--- src/rtl/gpr_wport_arbiter.sv ---
// Arbitrates WB commits and buffered long-latency results onto the single GPR write port.
// Optional feature macro: GPR_ARB_BYPASS_EN (LL result skips an empty FIFO when WB is idle).
package core_pkg;
  localparam int DATA_WIDTH    = 32;
  localparam int RF_ADDR_WIDTH = 5;
endpackage

module gpr_wport_arbiter #(
  parameter int DATA_WIDTH    = core_pkg::DATA_WIDTH,
  parameter int RF_ADDR_WIDTH = core_pkg::RF_ADDR_WIDTH,
  parameter int FIFO_DEPTH    = 2,
  parameter int MAX_WAIT      = 4
) (
  input  logic                     clk_i,
  input  logic                     rstn_i,
  input  logic                     wb_valid_i,
  input  logic [RF_ADDR_WIDTH-1:0] wb_rd_i,
  input  logic [DATA_WIDTH-1:0]    wb_wdata_i,
  output logic                     wb_stall_o,
  input  logic                     lu_valid_i,
  output logic                     lu_ready_o,
  input  logic [RF_ADDR_WIDTH-1:0] lu_rd_i,
  input  logic [DATA_WIDTH-1:0]    lu_wdata_i,
  output logic                     gpr_we_o,
  output logic [RF_ADDR_WIDTH-1:0] gpr_waddr_o,
  output logic [DATA_WIDTH-1:0]    gpr_wdata_o,
  output logic                     lu_pending_o
);

  localparam int PTR_W = $clog2(FIFO_DEPTH);
  localparam int AGE_W = $clog2(MAX_WAIT + 1);
  localparam logic [AGE_W-1:0] AGE_MAX = AGE_W'(MAX_WAIT);
  localparam logic [AGE_W-1:0] AGE_ONE = {{(AGE_W-1){1'b0}}, 1'b1};
  localparam logic [PTR_W:0]   PTR_ONE = {{PTR_W{1'b0}}, 1'b1};
  localparam logic [RF_ADDR_WIDTH-1:0] RD_ZERO = {RF_ADDR_WIDTH{1'b0}};

  logic [RF_ADDR_WIDTH-1:0] rd_mem_r   [FIFO_DEPTH];
  logic [DATA_WIDTH-1:0]    data_mem_r [FIFO_DEPTH];
  logic [PTR_W:0]           wptr_r;
  logic [PTR_W:0]           rptr_r;
  logic [AGE_W-1:0]         age_r;

  logic                     empty_s;
  logic                     full_s;
  logic                     bypass_s;
  logic                     push_s;
  logic                     grant_ll_s;
  logic                     grant_wb_s;
  logic                     win_valid_s;
  logic [RF_ADDR_WIDTH-1:0] win_rd_s;
  logic [DATA_WIDTH-1:0]    win_data_s;

  // Extra MSB on the pointers separates "full" from "empty" when the index bits match.
  assign empty_s = (wptr_r == rptr_r);
  assign full_s  = (wptr_r[PTR_W] != rptr_r[PTR_W]) &&
                   (wptr_r[PTR_W-1:0] == rptr_r[PTR_W-1:0]);

`ifdef GPR_ARB_BYPASS_EN
  assign bypass_s = lu_valid_i && empty_s && !wb_valid_i;
`else
  assign bypass_s = 1'b0;
`endif

  assign push_s       = lu_valid_i && !full_s && !bypass_s;
  assign lu_ready_o   = !full_s;
  assign lu_pending_o = !empty_s;
  assign wb_stall_o   = wb_valid_i && grant_ll_s;

  // Fixed-priority write-port arbitration: aged LL head, then WB, then any LL, then bypass.
  always_comb begin
    grant_ll_s  = 1'b0;
    grant_wb_s  = 1'b0;
    win_valid_s = 1'b0;
    win_rd_s    = RD_ZERO;
    win_data_s  = {DATA_WIDTH{1'b0}};
    if (!empty_s && (age_r >= AGE_MAX)) begin
      grant_ll_s = 1'b1;
    end else if (wb_valid_i) begin
      grant_wb_s = 1'b1;
    end else if (!empty_s) begin
      grant_ll_s = 1'b1;
    end else begin
      grant_ll_s = 1'b0;
    end
    if (grant_ll_s) begin
      win_valid_s = 1'b1;
      win_rd_s    = rd_mem_r[rptr_r[PTR_W-1:0]];
      win_data_s  = data_mem_r[rptr_r[PTR_W-1:0]];
    end else if (grant_wb_s) begin
      win_valid_s = 1'b1;
      win_rd_s    = wb_rd_i;
      win_data_s  = wb_wdata_i;
    end else if (bypass_s) begin
      win_valid_s = 1'b1;
      win_rd_s    = lu_rd_i;
      win_data_s  = lu_wdata_i;
    end else begin
      win_valid_s = 1'b0;
    end
  end

  // FIFO read/write pointers; a pop is exactly an LL grant.
  always_ff @(posedge clk_i or negedge rstn_i) begin
    if (!rstn_i) begin
      wptr_r <= {(PTR_W+1){1'b0}};
      rptr_r <= {(PTR_W+1){1'b0}};
    end else begin
      if (push_s) begin
        wptr_r <= wptr_r + PTR_ONE;
      end else begin
        wptr_r <= wptr_r;
      end
      if (grant_ll_s) begin
        rptr_r <= rptr_r + PTR_ONE;
      end else begin
        rptr_r <= rptr_r;
      end
    end
  end

  // FIFO payload storage; contents are meaningless outside the pointer window.
  always_ff @(posedge clk_i) begin
    if (push_s) begin
      rd_mem_r[wptr_r[PTR_W-1:0]]   <= lu_rd_i;
      data_mem_r[wptr_r[PTR_W-1:0]] <= lu_wdata_i;
    end
  end

  // Saturating age of the FIFO head; restarts for every new head.
  always_ff @(posedge clk_i or negedge rstn_i) begin
    if (!rstn_i) begin
      age_r <= {AGE_W{1'b0}};
    end else if (empty_s || grant_ll_s) begin
      age_r <= {AGE_W{1'b0}};
    end else if (age_r != AGE_MAX) begin
      age_r <= age_r + AGE_ONE;
    end else begin
      age_r <= age_r;
    end
  end

  // Registered write port; rd=0 consumes the grant but suppresses the write and holds addr/data.
  always_ff @(posedge clk_i or negedge rstn_i) begin
    if (!rstn_i) begin
      gpr_we_o    <= 1'b0;
      gpr_waddr_o <= RD_ZERO;
      gpr_wdata_o <= {DATA_WIDTH{1'b0}};
    end else if (win_valid_s && (win_rd_s != RD_ZERO)) begin
      gpr_we_o    <= 1'b1;
      gpr_waddr_o <= win_rd_s;
      gpr_wdata_o <= win_data_s;
    end else begin
      gpr_we_o    <= 1'b0;
      gpr_waddr_o <= gpr_waddr_o;
      gpr_wdata_o <= gpr_wdata_o;
    end
  end

endmodule

--- config.mk ---
export PLATFORM = sky130hd
export DESIGN_NAME = gpr_wport_arbiter
export DESIGN_NICKNAME = d
export VERILOG_FILES = /design/src/rtl/gpr_wport_arbiter.sv
export SDC_FILE = /design/constraint.sdc
export NUM_CORES = 1
export LEC_CHECK = 0
export BUFFER_PORTS_ARGS = -buffer_cell sky130_fd_sc_hd__buf_2
export CAP_MARGIN = 5
export CORE_MARGIN = 2
export CORE_UTILIZATION = 47
export DETAILED_ROUTE_END_ITERATION = 12
export PLACE_DENSITY = 0.75
export SLEW_MARGIN = 20
export SYNTH_ARGS = -nofsm -noshare
export SYNTH_HDL_FRONTEND = slang
export SYNTH_SLANG_ARGS = --single-unit
--- constraint.sdc ---
create_clock -name clk_i -period 2.75 [get_ports clk_i]
set_input_delay 0 -clock clk_i [delete_from_list [all_inputs] [get_ports clk_i]]
set_output_delay 0 -clock clk_i [all_outputs]
set_load 0.005 [all_outputs]
==> flow_summary.json, run 1 <==
{
  "async_flop_share_pct": 37.82,
  "p_leak_nw": 3.040,
  "clock_skew_ns": 0.006863,
  "die_y_um": 103.4,
  "grt_pass1_vias": 3568,
  "power.density_mw_per_mm2": 1026,
  "synth_edf_count": 74,
  "clk_latency_ns": 0.50,
  "synth_cells": 289,
  "wirelength_mm": 11.29,
  "synth_area_per_cell_um2": 16.08,
  "fillers": 662,
  "nets": 578,
  "io_pins": 119,
  "cts.sinks": 119,
  "postCtsResizedCells": 0,
  "r2r-start": "wptr_r[0]$_DFFE_PN0P_",
  "setup.worst_path.end_class": "flip-flop",
  "ir_drop_uv": 575.8,
  "path_max_fanout": 9,
  "diodes": 0,
  "start_util_pct": 48.00,
  "seqCellArea_mm2": 0.003348,
  "crit_type": "flip-flop to flip-flop",
  "grt_max_degree": 46,
  "postRouteAntennaNets": 0,
  "finalPower_mw": 6.898,
  "tightest_slew_ns": 0.8410,
  "cts-root-buf": "clkbuf_8",
  "max-slew-margin-rel_pct": 43.94,
  "final_util_pct": 69.42,
  "dp_hpwl_mm": 6.459,
  "placementRows": 36,
  "rrSetupSlack_ns": 0.33,
  "die_w_um": 103.4,
  "clockBufferDepth": 2,
  "fin_setup_tns_ns": 0,
  "wl_per_cell_um": 17.53,
  "synthFlopType": "edfxtp_1",
  "path_clk_slew_ns": 0.06,
  "max_freq_mhz": 413.1,
  "drt_iter0_drc": 234,
  "yosysUniqueCellTypes": 28,
  "drive_gt1_share_pct": 31.70,
  "crit_end": "gpr_waddr_o[2]$_DFFE_PN0P_",
  "grt-ovfl-total": 0,
  "holdCritPathClass": "input pin to flip-flop",
  "rsz0062_at_grt": "no",
  "core_mm2": 0.009684,
  "place.gp.congestion": 0.7784,
  "die_area_mm2": 0.01070,
  "io_buffers": 118,
  "dp_cells": 532,
  "cts_tree": "yes",
  "cts_buffers": 17,
  "grt_pass1_wl_mm": 17.13,
  "seq_area_frac_synth_pct": 72.03,
  "setup_viol": 0,
  "fin_crit_sh_pct": 88.03,
  "route.detailed.drc": 0,
  "netlist_area_mm2": 0.004648,
  "grt.total_usage_pct": 21.73,
  "dr.pass1.iters": 7,
  "area_growth_pct": 44.63,
  "worstSetupStartpoint": "wptr_r[0]$_DFFE_PN0P_",
  "worstPathArrival_ns": 2.86,
  "synth_fp_nets": 369,
  "mostFrequentLayoutCells": "buf_2, dlygate4sd3_1, edfxtp_1",
  "routed_via_density": 5.199,
  "hold_viol": 0,
  "num_vias": 3348,
  "hold_buffers": 80,
  "cts_max_level": 4,
  "worstPathRequired_ns": 3.19,
  "antenna_found_initial": 0,
  "report.final.slew_viol_count": 0,
  "synth_seq_cells": 119,
  "mostFrequentLayoutCell": "buf_2",
  "worstSetupStartpointType": "flip-flop",
  "yosys_warnings": 0,
  "outcome": "completed",
  "post_cts_buffers": 0,
  "worstReg2RegEnd": "gpr_waddr_o[2]$_DFFE_PN0P_",
  "hold_slack_ns": 0.03483,
  "multi_input_area_mm2": 0.001051,
  "layout_min_cycle_time_ns": 2.421,
  "reg2regPathDepth": 6,
  "finalNonFillerCells": 644,
  "drv_cap": 0
}
layout make-up:
type / count / area share [%]
well taps: 133 / 2.475
clock inverters: 14 / 1.991
repair buffers: 206 / 21.81
multi-input cells: 117 / 15.63
clock buffers: 18 / 6.216
flip-flops and latches: 119 / 49.80
inverters: 37 / 2.066
cells in the mapped netlist (2+ instances only):
cell	number	area share (%)
inv_1	37	3.0
edfxtp_1	74	48
nand4_1	4	0.54
and3_1	5	0.67
a222oi_1	32	6.9
nor3_1	2	0.22
a221oi_1	3	0.57
clkbuf_1	10	0.81
nand2_1	9	0.73
o2111a_1	3	0.73
xnor2_1	3	0.57
mux2i_1	34	7.3
nor2_1	3	0.24
dfrtp_1	45	24
buf_6	3	0.73
buf_12	3	1.3
and2_1	4	0.54
ha_1	2	0.54
xor2_1	3	0.57
o221ai_2	2	0.65
flip-flops by register name (all words and copies together), names as in the netlist:
register     flops
data_mem_r      64
gpr_wdata_o     32
rd_mem_r        10
gpr_waddr_o      5
age_r            3
rptr_r           2
wptr_r           2
gpr_we_o         1
metrics by stage:
step	cell area (µm²)	worst slack [ns]
2_1_floorplan	4651	0.5288
3_3_place_gp	5368	0.4466
3_5_place_dp	5368	0.3762
4_1_cts	6720	0.3366
5_1_grt	6723	0.1603
6_report	6723	0.3292
per-layer routing:
layer	vias to the layer above	track usage, %	routed length, µm
met5	-	0	0
met4	0	7.591	129
met3	14	5.847	785
met2	143	37.82	5784
met1	1654	26.15	4590
li1	1537	-	-
kinds of logic after synthesis:
| family | synth area share [%] |
|---|---|
| AOI/OAI and AO/OA | 9.933 |
| xor gates and xnor gates | 1.131 |
| adders and majority gates | 0.5383 |
| buffers and inverters | 5.814 |
| DFF | 72.03 |
| muxes | 7.322 |
| and+or+nand+nor | 3.230 |
worst max-delay path: stages, from the launching register on:
cell,delay [ns]
dfrtp_1,0.58
xnor2_1,0.18
a21bo_2,0.27
a221oi_1,0.52
nand4_1,0.17
nand2_1,0.09
dlygate4sd3_1,0.53
how the worst min path moves through the flow:
| stage | from | to | slack (ns) | depth (start not counted) |
|---|---|---|---|---|
| after floorplan | rstn_i | age_r[0]$_DFFE_PN0P_ | -0.30 | 0 |
| after global placement | lu_wdata_i[23] | data_mem_r[0][23]$_DFFE_PP_ | 0.19 | 1 |
| after detailed placement | lu_wdata_i[28] | data_mem_r[0][28]$_DFFE_PP_ | 0.19 | 1 |
| after CTS | wb_valid_i | gpr_waddr_o[3]$_DFFE_PN0P_ | 0.004 | 4 |
| after global routing | wb_valid_i | gpr_waddr_o[3]$_DFFE_PN0P_ | 0.06 | 4 |
| final | wb_valid_i | gpr_waddr_o[3]$_DFFE_PN0P_ | 0.03 | 4 |
power breakdown:
group	internal, mW	leakage [nW]	switching, mW
Sequential	2.63	1.24	0.329
Clock	1.28	0.258	0.776
Combinational	0.821	1.55	1.07
Note: power is estimated with default switching activity, not from simulation.
==> run 2: changes to the inputs <==
BUFFER_PORTS_ARGS = not set   (was -buffer_cell sky130_fd_sc_hd__buf_2)
CORE_UTILIZATION = 42   (was 47)
DONT_BUFFER_PORTS = 1   (was not set)
PLACE_DENSITY = not set   (was 0.75)
==> run 2 against run 1 <==
Combinational power down 16%. Sequential cell count unchanged. Hold slack better by 0.0030 ns. Sequential share of layout area up 4.1 points. Largest power group unchanged. Wire length down 7.1%. Critical path type unchanged.
==> flow_summary.json, run 2 (synthesized netlist as in run 1, its figures left out) <==
{
  "grt-ovfl-total": 0,
  "setup.worst_path.end_class": "flip-flop",
  "cp_cell_sequence": "xnor2_1 > a21bo_2 > a221oi_1 > nand4_1 > nand2_1 > dlygate4sd3_1",
  "core_mm2": 0.01084,
  "mostFrequentLayoutCells": "dlygate4sd3_1, edfxtp_1, dfrtp_1",
  "diodes": 0,
  "postCtsResizedCells": 0,
  "p_int_mw": 4.644,
  "pwr-share-clk_pct": 31.2,
  "largest_reg_flops": 64,
  "place.gp.congestion": 0.7888,
  "switchingPower_mw": 2.060,
  "setup_viol": 0,
  "outcome": "completed",
  "max_stage_delay_ns": 0.59,
  "drv_cap": 0,
  "nets": 463,
  "crit_type": "flip-flop to flip-flop",
  "num_vias": 2902,
  "design_area_mm2": 0.006212,
  "antenna_found_initial": 0,
  "placementRows": 38,
  "grt_pass1_wl_mm": 16.13,
  "clockBufferDepth": 2,
  "crit_family": "compound AO/OA/AOI/OAI gates",
  "grt.total_usage_pct": 18.88,
  "clock_skew_ns": 0.005329,
  "max_freq_mhz": 412.9,
  "cts.sinks": 119,
  "sequentialPowerShare_pct": 45.0,
  "dp_hpwl_mm": 6.383,
  "wl_per_cell_um": 19.56,
  "tightest_slew_ns": 0.5540,
  "max-slew-margin-rel_pct": 63.06,
  "dr.pass1.iters": 7,
  "die_area_mm2": 0.01192,
  "crit_buf_inv": 1,
  "path_clk_slew_ns": 0.06,
  "hold_buffers": 80,
  "drt_iter0_drc": 220,
  "ir_drop_uv": 511.5,
  "wirelength_mm": 10.49,
  "fin_crit_sh_pct": 88.07,
  "postRouteAntennaNets": 0,
  "rsz0062_at_grt": "no",
  "worstSetupStartpointType": "flip-flop",
  "io_pins": 119,
  "route.detailed.drc": 0,
  "area_growth_pct": 33.65,
  "power.density_mw_per_mm2": 1079,
  "start_util_pct": 42.88,
  "drive_gt1_share_pct": 12.63,
  "cts-root-buf": "clkbuf_8",
  "path_max_fanout": 9,
  "mostFrequentLayoutCell": "dlygate4sd3_1",
  "die_y_um": 109.2,
  "die_w_um": 109.2,
  "power_frac_comb_pct": 23.8,
  "grt_max_degree": 46,
  "routed_via_density": 5.414,
  "report.final.slew_viol_count": 0,
  "holdCritPathClass": "input pin to async pin",
  "p_leak_nw": 2.623,
  "cts_tree": "yes",
  "grt_pass1_vias": 3199,
  "swShare_pct": 30.73,
  "hold_viol": 0,
  "placed_area_mm2": 0.004821,
  "post_cts_buffers": 0,
  "io_buffers": 0,
  "fin_setup_tns_ns": 0,
  "clk_latency_ns": 0.51,
  "cts_buffers": 17,
  "cp_slowest_cell": "dfrtp_1",
  "worstPathArrival_ns": 2.87,
  "cts_max_level": 4,
  "layout_min_cycle_time_ns": 2.422,
  "worstPathRequired_ns": 3.20
}
run 2: changes by cell type in the layout (fill, tap and decap cells not counted), moves of 2 or more:
cell,change
clkinv_2,+4
clkinvlp_4,-5
clkbuf_8,+4
clkinv_1,-2
buf_2,-117
run 2: worst reg2reg max path, stage by stage, from the launching register on:
cell	delay (ns)
dfrtp_1	0.59
xnor2_1	0.18
a21bo_2	0.27
a221oi_1	0.52
nand4_1	0.17
nand2_1	0.09
dlygate4sd3_1	0.54
run 2: final cells by class:
type / instances / area [µm²]
multi-input cells: 117 / 1051
fillers: 873 / 4628
repair buffers: 91 / 925.9
flip-flops and latches: 119 / 3348
well taps: 140 / 175.2
inverters: 37 / 138.9
clock inverters: 10 / 100.1
clock buffers: 22 / 473.0
run 2: per-stage QoR:
stage	hold slack [ns]	power (mW)	setup slack, ns	util (%)	cells
after floorplan	-0.2956	4.047	0.5288	-	289
after global placement	-0.2947	4.467	0.4660	44.47	424
after detailed placement	-0.2949	4.523	0.4079	44.47	424
after CTS	0.02086	6.793	0.3525	57.31	536
after global routing	0.02967	7.079	0.2291	57.31	536
final	0.03779	6.704	0.3280	57.31	536
run 2: power groups by stage:
| stage | Sequential, mW | Combinational (mW) | Clock, mW |
|---|---|---|---|
| floorplan | 2.91 | 1.14 | 0 |
| global placement | 3.04 | 1.43 | 0 |
| detailed placement | 3.05 | 1.47 | 0 |
| CTS | 3.03 | 1.62 | 2.15 |
| global route | 3.10 | 1.75 | 2.23 |
| finish | 3.02 | 1.59 | 2.09 |
run 2: final timing paths:
check	start	endpoint	slack [ns]	cells after the start
max	wptr_r[0]$_DFFE_PN0P_	gpr_waddr_o[3]$_DFFE_PN0P_	0.33	6
min	rstn_i	gpr_wdata_o[27]$_DFFE_PN0P_	0.04	2
max reg2reg	wptr_r[0]$_DFFE_PN0P_	gpr_waddr_o[3]$_DFFE_PN0P_	0.33	6
min reg2reg	wptr_r[1]$_DFFE_PN0P_	wptr_r[1]$_DFFE_PN0P_	0.53	1
max in group asynchronous	rstn_i	wptr_r[0]$_DFFE_PN0P_	2.50	2
min in group clk_i	wb_valid_i	gpr_waddr_o[1]$_DFFE_PN0P_	0.06	4
run 2: per-layer routing:
metal / global-route usage, % / wire length, µm / part of all wire, % / vias up
li1: - / - / - / 1310
met1: 20.54 / 3995 / 38 / 1441
met2: 31.72 / 5395 / 51 / 132
met3: 8.308 / 885 / 8.4 / 19
met4: 8.680 / 210 / 2.0 / 0
met5: 0 / 0 / 0 / -
==> run 3: changes to the inputs <==
CORE_ASPECT_RATIO = 1.2   (was not set)
==> run 3 against run 2 <==
Hold slack got worse by 0.013 ns. Die area about the same. Critical path depth unchanged. Final area decreased by 0.28%. Wire length decreased by 2.5%. Sequential power about the same. Global-route usage decreased by 0.97 points. Clock skew increased by 0.0026 ns. Register-to-register slack improved by 0.06 ns. Total power increased by 0.79%. Non-clock buffer count decreased by 3. Largest power group unchanged. Highest routed layer unchanged.
==> flow_summary.json, run 3 (synthesized netlist as in run 1, its figures left out) <==
{
  "outcome": "completed",
  "use_met2_pct": 31.50,
  "layout_min_cycle_time_ns": 2.361,
  "die_y_um": 119.2,
  "ir_drop_uv": 552.8,
  "power_frac_comb_pct": 22.8,
  "grt_max_degree": 46,
  "max_freq_mhz": 423.6,
  "cp_slowest_cell": "dfrtp_1",
  "top_usage_layer": "met2",
  "postRouteAntennaNets": 0,
  "io_pins": 119,
  "use_met3_pct": 6.397,
  "setup.worst_path.end_class": "flip-flop",
  "whs_path_depth": 4,
  "finalNonFillerCells": 525,
  "wirelength_mm": 10.23,
  "cts_max_level": 4,
  "swShare_pct": 30.52,
  "largest_reg_flops": 64,
  "cts_tree": "yes",
  "tightest_slew_ns": 0.4920,
  "antenna_found_initial": 0,
  "worstSetupStartpointType": "flip-flop",
  "fin_setup_tns_ns": 0,
  "drv_cap": 0,
  "placementRows": 42,
  "crit_type": "flip-flop to flip-flop",
  "power.density_mw_per_mm2": 1091,
  "cp_cell_sequence": "xnor2_1 > a21bo_2 > a221oi_1 > nand4_1 > buf_4 > mux2i_1",
  "drt_iter0_drc": 191,
  "drive_gt1_share_pct": 12.21,
  "pwr-share-clk_pct": 32.6,
  "fin_crit_sh_pct": 85.84,
  "rsz0062_at_grt": "no",
  "p_leak_nw": 2.602,
  "grt_pass1_wl_mm": 15.95,
  "cts-root-buf": "clkbuf_16",
  "report.final.slew_viol_count": 0,
  "dp_cells": 415,
  "max-slew-margin-rel_pct": 67.20,
  "cts_buffers": 17,
  "clockBufferDepth": 2,
  "crit_family": "compound AO/OA/AOI/OAI gates",
  "mostFrequentLayoutCells": "dlygate4sd3_1, edfxtp_1, dfrtp_1",
  "die_w_um": 100.0,
  "p_int_mw": 4.695,
  "crit_buf_inv": 1,
  "grt-ovfl-total": 0,
  "hold_viol": 0,
  "reg2regPathDepth": 6,
  "path_max_fanout": 20,
  "gr-usage-met1_pct": 19.97,
  "worstPathArrival_ns": 2.62,
  "switchingPower_mw": 2.062,
  "nets": 460,
  "place.gp.congestion": 0.7583,
  "core_mm2": 0.01093,
  "worstPathRequired_ns": 3.01,
  "die_area_mm2": 0.01193,
  "max_stage_delay_ns": 0.59,
  "diodes": 0,
  "start_util_pct": 42.53,
  "hold_slack_ns": 0.02480,
  "wl_per_cell_um": 19.48,
  "routed_via_density": 5.478,
  "cp.depth": 6,
  "mostFrequentLayoutCell": "dlygate4sd3_1",
  "holdCritPathClass": "input pin to flip-flop",
  "clock_skew_ns": 0.007979,
  "sequentialPowerShare_pct": 44.6,
  "setup_viol": 0,
  "grt.total_usage_pct": 17.90,
  "path_clk_slew_ns": 0.06,
  "io_buffers": 0,
  "cts.sinks": 119,
  "clk_latency_ns": 0.39,
  "num_vias": 2876,
  "fillers": 874,
  "dr.pass1.iters": 6,
  "route.detailed.drc": 0,
  "area_growth_pct": 33.27,
  "grt_pass1_vias": 3161,
  "dp_hpwl_mm": 6.270
}
==> run 3: cell types whose count changed in the layout (fill, tap and decap cells not counted), sizes merged, moves of 2 or more <==
cell	change
dlygate4sd3	-2
clkbuf	-3
clkinvlp	+3
clkinv	-2
==> run 3: layout make-up <==
class                   instances  area [µm²]  area share, %
flip-flops and latches        119        3348          54.05
clock inverters                13       152.6          2.464
well taps                     132       165.2          2.666
repair buffers                 88       885.9          14.30
clock buffers                  19       452.9          7.312
multi-input cells             117        1051          16.97
inverters                      37       138.9          2.242
==> run 3: layer usage <==
metal  part of all wire (%)  up-vias
met5                      0        -
met4                   0.80        0
met3                    7.4        6
met2                     53      102
met1                     39     1462
li1                       -     1306
==> run 3: power by group through the flow <==
stage	Clock, mW	Sequential (mW)	Combinational (mW)
after floorplan	0	2.91	1.14
after global placement	0	3.03	1.39
after detailed placement	0	3.05	1.43
after CTS	2.26	3.02	1.55
after global routing	2.34	3.09	1.72
final	2.21	3.01	1.54
==> run 3: tightest hold or removal path, delay by kind of cell <==
kind | cells | cell delay, ns
AND/OR/NAND/NOR | 2 | 0.15
AO/OA/AOI/OAI | 2 | 0.23
==> run 3: worst paths after layout <==
path | startpoint | end | slack [ns]
max in group asynchronous | rstn_i | rptr_r[0]$_DFFE_PN0N_ | 2.39
max reg2reg | wptr_r[0]$_DFFE_PN0P_ | gpr_wdata_o[25]$_DFFE_PN0P_ | 0.39
min | wb_valid_i | gpr_waddr_o[2]$_DFFE_PN0P_ | 0.02
min reg2reg | wptr_r[1]$_DFFE_PN0P_ | wptr_r[1]$_DFFE_PN0P_ | 0.54
max | wptr_r[0]$_DFFE_PN0P_ | gpr_wdata_o[25]$_DFFE_PN0P_ | 0.39
min in group asynchronous | rstn_i | gpr_we_o$_DFF_PN0_ | 0.13
==> run 3: what timing repair did <==
action | CTS | global route
resized for setup | 0 | 0
hold buffers | 78 | 0
setup endpoints to repair | 0 | 0
endpoints found under the hold margin | 157 | 0
setup buffers | 0 | 0
==> run 3: through the flow <==
step	worst slack (ns)	power (mW)	area, µm²	utilization, %
5_1_grt	0.1832	7.152	6195	56.67
3_3_place_gp	0.5171	4.421	4791	43.83
6_report	0.3893	6.757	6195	56.67
4_1_cts	0.3907	6.838	6195	56.67
3_5_place_dp	0.4187	4.477	4791	43.83
2_1_floorplan	0.5288	4.047	4651	-
